===== src/rtl/program_counter.sv =====
`default_nettype none
// ============================================================================
// program_counter : PC register; increments by PC_INCR or loads jump_addr.
// Optional macro PC_JUMP_ALIGN_EN forces jump targets to word alignment.
// Revision: 1.0
// ============================================================================
module program_counter #(
  parameter int                  PC_WIDTH   = 32,
  parameter logic [PC_WIDTH-1:0] RESET_ADDR = '0,
  parameter int                  PC_INCR    = 4
) (
  input  logic                clk,
  input  logic                rst,
  input  logic                enable,
  input  logic [PC_WIDTH-1:0] jump_addr,
  output logic [PC_WIDTH-1:0] pc_addr
);

  localparam logic [PC_WIDTH-1:0] C_INCR = PC_WIDTH'(PC_INCR);

  logic [PC_WIDTH-1:0] pc_q;
  logic [PC_WIDTH-1:0] pc_d;
  logic [PC_WIDTH-1:0] w_jump_target;

`ifdef PC_JUMP_ALIGN_EN
  assign w_jump_target = {jump_addr[PC_WIDTH-1:2], 2'b00};
`else
  assign w_jump_target = jump_addr;
`endif

  // Increment wraps modulo 2^PC_WIDTH by truncation of the sum.
  always_comb begin
    pc_d = pc_q + C_INCR;
    if (enable) begin
      pc_d = w_jump_target;
    end
  end

  always_ff @(posedge clk or posedge rst) begin
    if (rst) begin
      pc_q <= RESET_ADDR;
    end else begin
      pc_q <= pc_d;
    end
  end

  assign pc_addr = pc_q;

endmodule
`default_nettype wire


===== config.mk =====
export PLATFORM = sky130hd
export DESIGN_NAME = program_counter
export DESIGN_NICKNAME = d
export VERILOG_FILES = /design/src/rtl/program_counter.sv
export SDC_FILE = /design/constraint.sdc
export NUM_CORES = 1
export LEC_CHECK = 0
export ABC_AREA = 1
export CAP_MARGIN = 30
export CORE_MARGIN = 8
export CORE_UTILIZATION = 46
export CTS_CLUSTER_DIAMETER = 150
export DETAILED_ROUTE_END_ITERATION = 10
export HOLD_SLACK_MARGIN = 0.06
export PLACE_DENSITY = 0.87
export REMOVE_ABC_BUFFERS = 1
export SYNTH_ARGS = -nofsm -noshare
export SYNTH_HDL_FRONTEND = slang
export SYNTH_SLANG_ARGS = --single-unit

===== constraint.sdc =====
create_clock -name clk -period 1.5 [get_ports clk]
set_input_delay 0.15 -clock clk [delete_from_list [all_inputs] [get_ports clk]]
set_output_delay 0.15 -clock clk [all_outputs]
set_load 0.005 [all_outputs]

==> results.tsv <==
metric	value	unit
status	completed	
Via density	4.83	
most frequent cells in the layout	136 x nand2_1, 66 x clkdlybuf4s50_1, 39 x nor2_1, 32 x dfrtp_1, 30 x nand3_1	
R2R Setup Slk	0.06	ns
Power Density	810	mW/mm^2
Flop pwr share	0.453	
Reg2Reg Depth	8	
highest metal used	met4	
met3 WL	326	um
Syn Inst Count	309	
Critical Path Start Type	flip-flop	
Total Wirelength	5480	um
fin nets	417	
Synth cell types	20	
DRC errors left	0	
FF+latch count, synth	32	
Vias	2092	
row cnt	24	
Hold Buf Count CTS	0	
Synth area leader	dfrtp_1	
RR Startpoint	pc_addr[3]	
critical path cell sequence	clkdlybuf4s50_1	
Congestion Overflow GR	0	
GRT Total Usage	0.173	
Diodes inserted	0	
post-synthesis sequential area ratio	0.397	
first-pass GRT wire length	9140	um
Critical Path End Type	primary output	
vias in the first global route	2061	
DRT iter0 DRCs	147	
P_sw	0.000658	W
largest net degree at the start of global routing	41	
Initial Util	0.469	
max-cap viol count	0	
most common cell after layout, fill and taps aside	nand2_1	
Slew Viols, Final	0	
number of I/O port buffers	66	
Syn Area/Cell	6.52	um^2
total CTS buffers	5	
drt pass-1 iters	4	
slowest CP cell	clkdlybuf4s50_1	
metal2 WL	2760	um
Reg-to-Reg End	pc_addr[22]	
Clock Path Buffers	2	
Clock Power Share	0.310	
die height	82.2	um
die width	82.2	um
max reg flops	32	
largest fanout on the critical path	5	
WP buf/inv	1	
# clock sinks	32	
H-tree depth	2	
full die area	0.00676	mm^2
dpl hpwl	4200	um
setup_tns	0	ns
fin crit period	1.46	ns
top cell type's share of synthesized area	0.397	
Yosys warnings	0	
clock transition at the registers of the reported paths	0.07	ns
CP max stage delay	0.56	ns
Peak VDD IR	0.605	mV
Cell Area, Synth	0.00202	mm^2
fraction of layout cells with a size suffix above 1	0.0866	
# IOs	67	
Fin. Hold Viols	0	
clk_lat worst skew	0.29	ns
Worst-Margin Slew	0.776	ns
Comb pwr share	0.237	
setup skew after layout	0.00862	ns
Final ANT Viol Nets	0	
Rel. slew slack	0.482	
Critical Path RT	1.35	ns
Worst Hold Class	input port to async pin	
Leakage	1.32	nW
Int Power	0.00167	W
fmax	687	MHz
# setup viols final	0	
core footprint	0.00429	mm^2
ranking of synthesized cells by area	dfrtp_1 40%, nand2_1 25%, nand3_1 7.4%, nor2_1 7.4%, inv_1 4.5%	
post-layout util	0.668	
switching share of power	0.283	
path type of the worst setup path	flip-flop to primary output	
Critical Path AT	1.31	ns
WL met1	2270	um
Tcrit/Tclk final	0.970	
RSZ-0062 raised after global routing	yes	
Clock Root Buffer	clkbuf_8	
Area Overhead vs Synth	42.3	%
delay-heaviest family, CP	buffers and inverters	
CTS tree	yes	
worst hold margin	0.243	ns
Avg WL per Cell	12.6	um
initial antenna violation count	0	
RD Place Congestion	0.904	
-- cells in the mapped netlist --
master      n
ha_1        1
nand2_2     4
nand2_1   136
inv_1      24
a31oi_1     1
or2_2       2
buf_2       2
inv_2       1
nor2_1     40
nand3_1    30
clkbuf_1    5
a21oi_1     4
nand2_4     1
or2_0       1
dfrtp_1    32
and2_1      3
nor2_2      3
nor2_4      7
xor2_1      3
o21ai_0     9
-- logic make-up after synthesis --
family | Yosys count | share of synthesized area
AO/OA/AOI/OAI | 14 | 0.0354
XOR/XNOR | 3 | 0.0130
adder cells (fa/ha/maj) | 1 | 0.00621
buffers and inverters | 32 | 0.0608
flip-flops | 32 | 0.397
AND/OR/NAND/NOR | 227 | 0.487
-- worst max path at each step --
stage,from,to,slack (ns),cells after the start
after floorplan,pc_addr[2],pc_addr[14],0.09,8
after global placement,enable,pc_addr[12],-0.07,4
after detailed placement,enable,pc_addr[12],-0.1,4
after CTS,pc_addr[2],pc_addr[30],0.02,8
after global routing,pc_addr[3],pc_addr[30],-0.06,9
final,pc_addr[10],pc_addr[10],0.04,1
-- routing by layer --
metal / global-route usage / vias to the layer above
met5: 0 / -
met4: 0.0667 / 0
met3: 0.0433 / 10
met2: 0.307 / 50
met1: 0.193 / 939
li1: - / 1093
-- cell type report --
class                   instances  area [um^2]
multi-input cells             245         1110
inverters                      25         93.8
clock buffers                   7         96.3
flip-flops and latches         32          801
repair buffers                 72          706
fillers                       363         1430
well taps                      52         65.1
-- through the flow --
step	worst slack (ns)	cell area [um^2]	total power [W]	cells
6_report	0.0449	2870	0.00232	433
5_1_grt	-0.0571	2870	0.00243	433
4_1_cts	0.0234	2840	0.00233	431
3_5_place_dp	-0.0996	2740	0.00161	424
3_3_place_gp	-0.0673	2740	0.00159	424
2_1_floorplan	0.0935	1990	0.00126	302
-- power by group through the flow --
stage	registers [W]	logic (W)	clock network (W)
2_1_floorplan	0.00105	0.000208	0
3_3_place_gp	0.00106	0.000532	0
3_5_place_dp	0.00106	0.000548	0
4_1_cts	0.00105	0.000552	0.000730
5_1_grt	0.00107	0.000609	0.000757
6_report	0.00105	0.000551	0.000721
-- repair_timing --
action                     CTS  global route
resized for setup            0             4
setup endpoints to repair    0            10
buffers inserted             0             2
Power figures use the tool's default switching activity.
